===== src/rtl/conv_feeder.sv =====
// Convolution feeder: gathers a sliding window of scalar samples and a coefficient
// kernel, issues one window at a time to the operator and forwards its result downstream.
module conv_feeder #(
  parameter int WIDTH = 64,
  parameter int LEN   = 4
) (
  input  logic                 clk,
  input  logic                 rst,
  input  logic [LEN*WIDTH-1:0] kernel_in,
  input  logic                 kernel_load,
  input  logic                 flush,
  input  logic [WIDTH-1:0]     sample_in,
  input  logic                 sample_valid,
  output logic                 sample_ready,
  output logic [LEN*WIDTH-1:0] conv_kernel,
  output logic [LEN*WIDTH-1:0] conv_data,
  output logic                 conv_valid,
  input  logic                 conv_ready,
  input  logic [2*WIDTH-1:0]   conv_result,
  input  logic                 conv_result_valid,
  output logic                 conv_result_ready,
  output logic [2*WIDTH-1:0]   result_out,
  output logic                 result_valid,
  input  logic                 result_ready,
  output logic [15:0]          windows_issued
);

  localparam int CW = $clog2(LEN + 1);

  typedef enum logic [1:0] {S_FILL, S_ISSUE, S_WAIT, S_OUT} state_t;

  state_t             r_state;
  state_t             w_state_next;
  logic [WIDTH-1:0]   r_window [LEN];
  logic [WIDTH-1:0]   r_kernel [LEN];
  logic [CW-1:0]      r_fill_cnt;
  logic [CW-1:0]      w_fill_cnt_next;
  logic [2*WIDTH-1:0] r_result;
  logic [15:0]        r_windows_issued;
  logic               w_in_fill;
  logic               w_accept;
  logic               w_flush;
  logic               w_kernel_load;

  assign w_in_fill     = (r_state == S_FILL);
  assign sample_ready  = w_in_fill && !flush;
  assign w_accept      = sample_valid && sample_ready;
  assign w_flush       = w_in_fill && flush;
  assign w_kernel_load = w_in_fill && kernel_load;

  // Count saturates at LEN so that every later sample completes a fresh window.
  always_comb begin
    w_fill_cnt_next = r_fill_cnt;
    if (w_flush) begin
      w_fill_cnt_next = '0;
    end else if (w_accept && (r_fill_cnt != CW'(LEN))) begin
      w_fill_cnt_next = r_fill_cnt + 1'b1;
    end
  end

  always_comb begin
    w_state_next      = r_state;
    conv_valid        = 1'b0;
    conv_result_ready = 1'b0;
    result_valid      = 1'b0;
    case (r_state)
      S_FILL: begin
        if (w_accept && (w_fill_cnt_next == CW'(LEN))) w_state_next = S_ISSUE;
      end
      S_ISSUE: begin
        conv_valid = 1'b1;
        if (conv_ready) w_state_next = S_WAIT;
      end
      S_WAIT: begin
        conv_result_ready = 1'b1;
        if (conv_result_valid) w_state_next = S_OUT;
      end
      S_OUT: begin
        result_valid = 1'b1;
        if (result_ready) w_state_next = S_FILL;
      end
      default: w_state_next = S_FILL;
    endcase
  end

  always_ff @(posedge clk or posedge rst) begin
    if (rst) begin
      r_state          <= S_FILL;
      r_fill_cnt       <= '0;
      r_result         <= '0;
      r_windows_issued <= '0;
    end else begin
      r_state    <= w_state_next;
      r_fill_cnt <= w_fill_cnt_next;
      if ((r_state == S_WAIT) && conv_result_valid) r_result <= conv_result;
      if ((r_state == S_ISSUE) && conv_ready) r_windows_issued <= r_windows_issued + 16'd1;
    end
  end

  // Index 0 holds the oldest sample; new samples enter at LEN-1.
  genvar gi;
  generate
    for (gi = 0; gi < LEN; gi++) begin : g_tap
      logic [WIDTH-1:0] w_shift_in;
      if (gi == LEN - 1) begin : g_last
        assign w_shift_in = sample_in;
      end else begin : g_mid
        assign w_shift_in = r_window[gi+1];
      end

      always_ff @(posedge clk or posedge rst) begin
        if (rst) begin
          r_window[gi] <= '0;
          r_kernel[gi] <= '0;
        end else begin
          if (w_flush) begin
            r_window[gi] <= '0;
          end else if (w_accept) begin
            r_window[gi] <= w_shift_in;
          end
          if (w_kernel_load) r_kernel[gi] <= kernel_in[gi*WIDTH +: WIDTH];
        end
      end

      assign conv_data[gi*WIDTH +: WIDTH]   = r_window[gi];
      assign conv_kernel[gi*WIDTH +: WIDTH] = r_kernel[gi];
    end
  endgenerate

  assign result_out     = r_result;
  assign windows_issued = r_windows_issued;

endmodule


===== config.mk =====
export PLATFORM = sky130hd
export DESIGN_NAME = conv_feeder
export DESIGN_NICKNAME = d
export VERILOG_FILES = /design/src/rtl/conv_feeder.sv
export SDC_FILE = /design/constraint.sdc
export NUM_CORES = 1
export LEC_CHECK = 0
export CORE_AREA = 3 3 431 433
export DETAILED_ROUTE_END_ITERATION = 10
export DIE_AREA = 0 0 434 436
export HOLD_SLACK_MARGIN = 0.08
export PLACE_DENSITY = 0.41
export SYNTH_ARGS = -nofsm -noshare
export SYNTH_HDL_FRONTEND = slang
export SYNTH_SLANG_ARGS = --single-unit

===== constraint.sdc =====
create_clock -name clk -period 35.8 [get_ports clk]
set_input_delay 7.16 -clock clk [delete_from_list [all_inputs] [get_ports clk]]
set_output_delay 7.16 -clock clk [all_outputs]
set_load 0.01 [all_outputs]

==> results.md <==
- Critical path class: input port to output port
- Hold slack: 468 ps
- Drt wl/cell: 24.0 microns
- Final Wtd Congestion: 0.866
- Worst EP required: 28640 ps
- Slew Viols, Final: 0
- CTS buffer count: 88
- Synth Area in Adders: 0.00398
- Sequential-to-total area share from yosys stat: 0.658
- Fill cells: 19700
- Vias in the first global route: 20700
- FF+latch count, synth: 661
- Starting Density: 0.138
- Async set-reset flop share out of synthesis: 1.00
- HP Class: register to register
- Mapped Area: 25100 sq um
- R2r endpoint: conv_data[35]
- Hpwl dp: 104 mm
- Port buffer count: 1115
- Post-synthesis mux area share: 0.173
- Global-route wire length before repair: 182 mm
- Number of max-cap violations: 0
- Final Hold Viols: 0
- CP startpoint: flush
- DR iter-0 viols: 1112
- Worst reg2reg path startpoint: r_state[1]
- Number of cells on the worst reg-to-reg path: 8
- Vias/cell: 3.60
- GRT Total Usage: 0.138
- Area after DPL: 39000 sq um
- Ranking of synthesized cells by area: dfrtp_1 66%, mux2_2 17%, nand2_1 7.9%, nand3_1 5.2%, clkbuf_1 1.4%
- Reg-to-reg setup timing slack: between 30000 and 40000 ps
- Clk root buf: clkbuf_16
- Setup bufs post-CTS: 0
- Die area: 189000 sq um
- HP Start: windows_issued[15]
- Crit-path max FO: 5
- Tightest Pin Transition: 1050 ps
- DRC: 0
- Clock buffer depth: 3
- Final non-filler cell area: 41800 sq um
- Startpoint Class: input port
- H-tree Lvls: 3
- Most frequent cell after synthesis: dfrtp_1
- Worst setup path endpoint: sample_ready
- Post-synth top area share: 0.658
- CP Capture Type: output port
- Sink Count: 661
- Grt total ovfl: 0
- Largest family of logic cells by synthesized area: multiplexers
- Synth Area in XOR/XNOR: 0.00592
- Std cell rows: ~160
- Num ports: 1116
- Share of cells above drive strength 1: 0.168
- Hold_buf cts: 0
- Worst slew margin: 0.301
- Final wirelength: 134 mm
- Syn. warnings: 0
- Post-synth EDFFs: 0
- Final Util: 0.229
- Core area: 182000 sq um
- Area Growth Syn to Fin: 66.2%
- Worst path arrival time: 8590 ps
- Power per cell area: 86.8 nW/um^2
- Syn Area/Cell: 12.4 sq um
- Largest net degree at the start of global routing: around 150
- RSZ-0062 raised after global routing: false
- Max VDD drop: 35.2 uV
- Cells after Synth: 2027
- Nets: 3589
- Lkg Pwr: 18.0 nW
- Synth area leader: dfrtp_1
- Clock skew: between 30 and 40 ps
- DR pass1 iterations: 5
- Gates resized, CTS repair: 0
- Commonest cells post-synth: 661 x dfrtp_1, 530 x nand2_1, 386 x mux2_2
- Synthesized Nets: 2491
- Clk slew on worst S/H paths: 50 ps
- Chip Height: roughly 440 microns
- Clock Latency Late Sink: 690 ps
- Final worst-path cycle share: 0.440
- Main synth FF type: dfrtp_1
- Initial antenna violation count: 53
- CTS tree: yes
- Netlist cell types: 26
- Compound-gate portion of the synthesized area: 0.00234
- Max Clock Freq: 63.5 MHz
- Status: completed
- Worst hold stages: 1
- Post-DRT Antenna Nets: 0
- Die Wd: ~430 microns
- Minimum clock period: 15750 ps
- Setup TNS: 0 ps
- Routed vias: 20200
- Setup violators final: 0
- Simple logic cell fraction of the synthesized area: 0.135
## cell usage in the layout (no fill, tap or decap), types with 2 or more instances in the layout
master           instances
clkdlybuf4s50_1       1115
dfrtp_1                661
nand2_1                526
mux2_2                 386
nand3_1                259
clkbuf_16               88
clkbuf_1                35
diode_2                 19
buf_4                   18
xnor2_1                 13
clkinv_2                11
inv_1                    9
clkbuf_8                 9
ha_1                     8
nor2_1                   7
nand4_1                  5
nand2_4                  4
xor2_1                   4
inv_6                    3
clkinvlp_4               3
bufinv_16                3
buf_12                   3
nor3_1                   2
a21oi_1                  2
inv_16                   2
## kinds of logic after synthesis
logic type	Yosys count
flops	661
buf+inv	138
simple gates	808
mux	387
compound gates	8
fa+ha+maj	8
xor+xnor	17
## worst max-delay path: stages
cell	delay, ps
clkdlybuf4s50_1	510
and2b_2	330
clkdlybuf4s50_1	590
## cell type report
cell class | count | area, sq um | area share
repair buffers | 1136 | 11400 | 0.272
clock buffers | 132 | 2460 | 0.0588
diodes | 19 | 47.5 | 0.00114
clock inverters | 24 | 259 | 0.00620
multi-input cells | 1228 | 8080 | 0.194
well taps | 2385 | 2980 | 0.0714
inverters | 10 | 45.0 | 0.00108
flip-flops and latches | 661 | 16500 | 0.396
## routing by layer
layer	global-route usage	wire [microns]
met5	0	211
met4	0.0483	4750
met3	0.0465	10100
met2	0.226	64400
met1	0.168	54800
## per-stage QoR
| step | worst slack, ps | std cells | total power [W] |
|---|---|---|---|
| 2_1_floorplan | 10120 | 2027 | 0.00180 |
| 5_1_grt | 20010 | 5582 | 0.00382 |
| 3_5_place_dp | 20050 | 5420 | 0.00281 |
| 6_report | 20050 | 5595 | 0.00363 |
| 4_1_cts | 20050 | 5576 | 0.00371 |
| 3_3_place_gp | 20060 | 5420 | 0.00281 |
## flip-flops by register name, summed over array words and instances (netlist names)
name,flops
windows_issued,16
result_out,128
conv_data,64
r_fill_cnt,3
g_tap.w_shift_in,192
r_state,2
conv_kernel,256
## power breakdown
part | internal (W) | switching, W | leakage (nW) | total (W)
logic | 0.000806 | 0.000683 | 8.39 | 0.00149
registers | 0.00105 | 0.000227 | 8.33 | 0.00128
clock network | 0.000496 | 0.000361 | 1.32 | 0.000857
## worst min path at each step
stage          slack, ps            endpoint
2_1_floorplan        480       r_fill_cnt[1]
3_3_place_gp         460  windows_issued[15]
3_5_place_dp         470  windows_issued[15]
4_1_cts              480  windows_issued[15]
5_1_grt              480  windows_issued[15]
6_report             470  windows_issued[15]
Power figures use the tool's default switching activity.
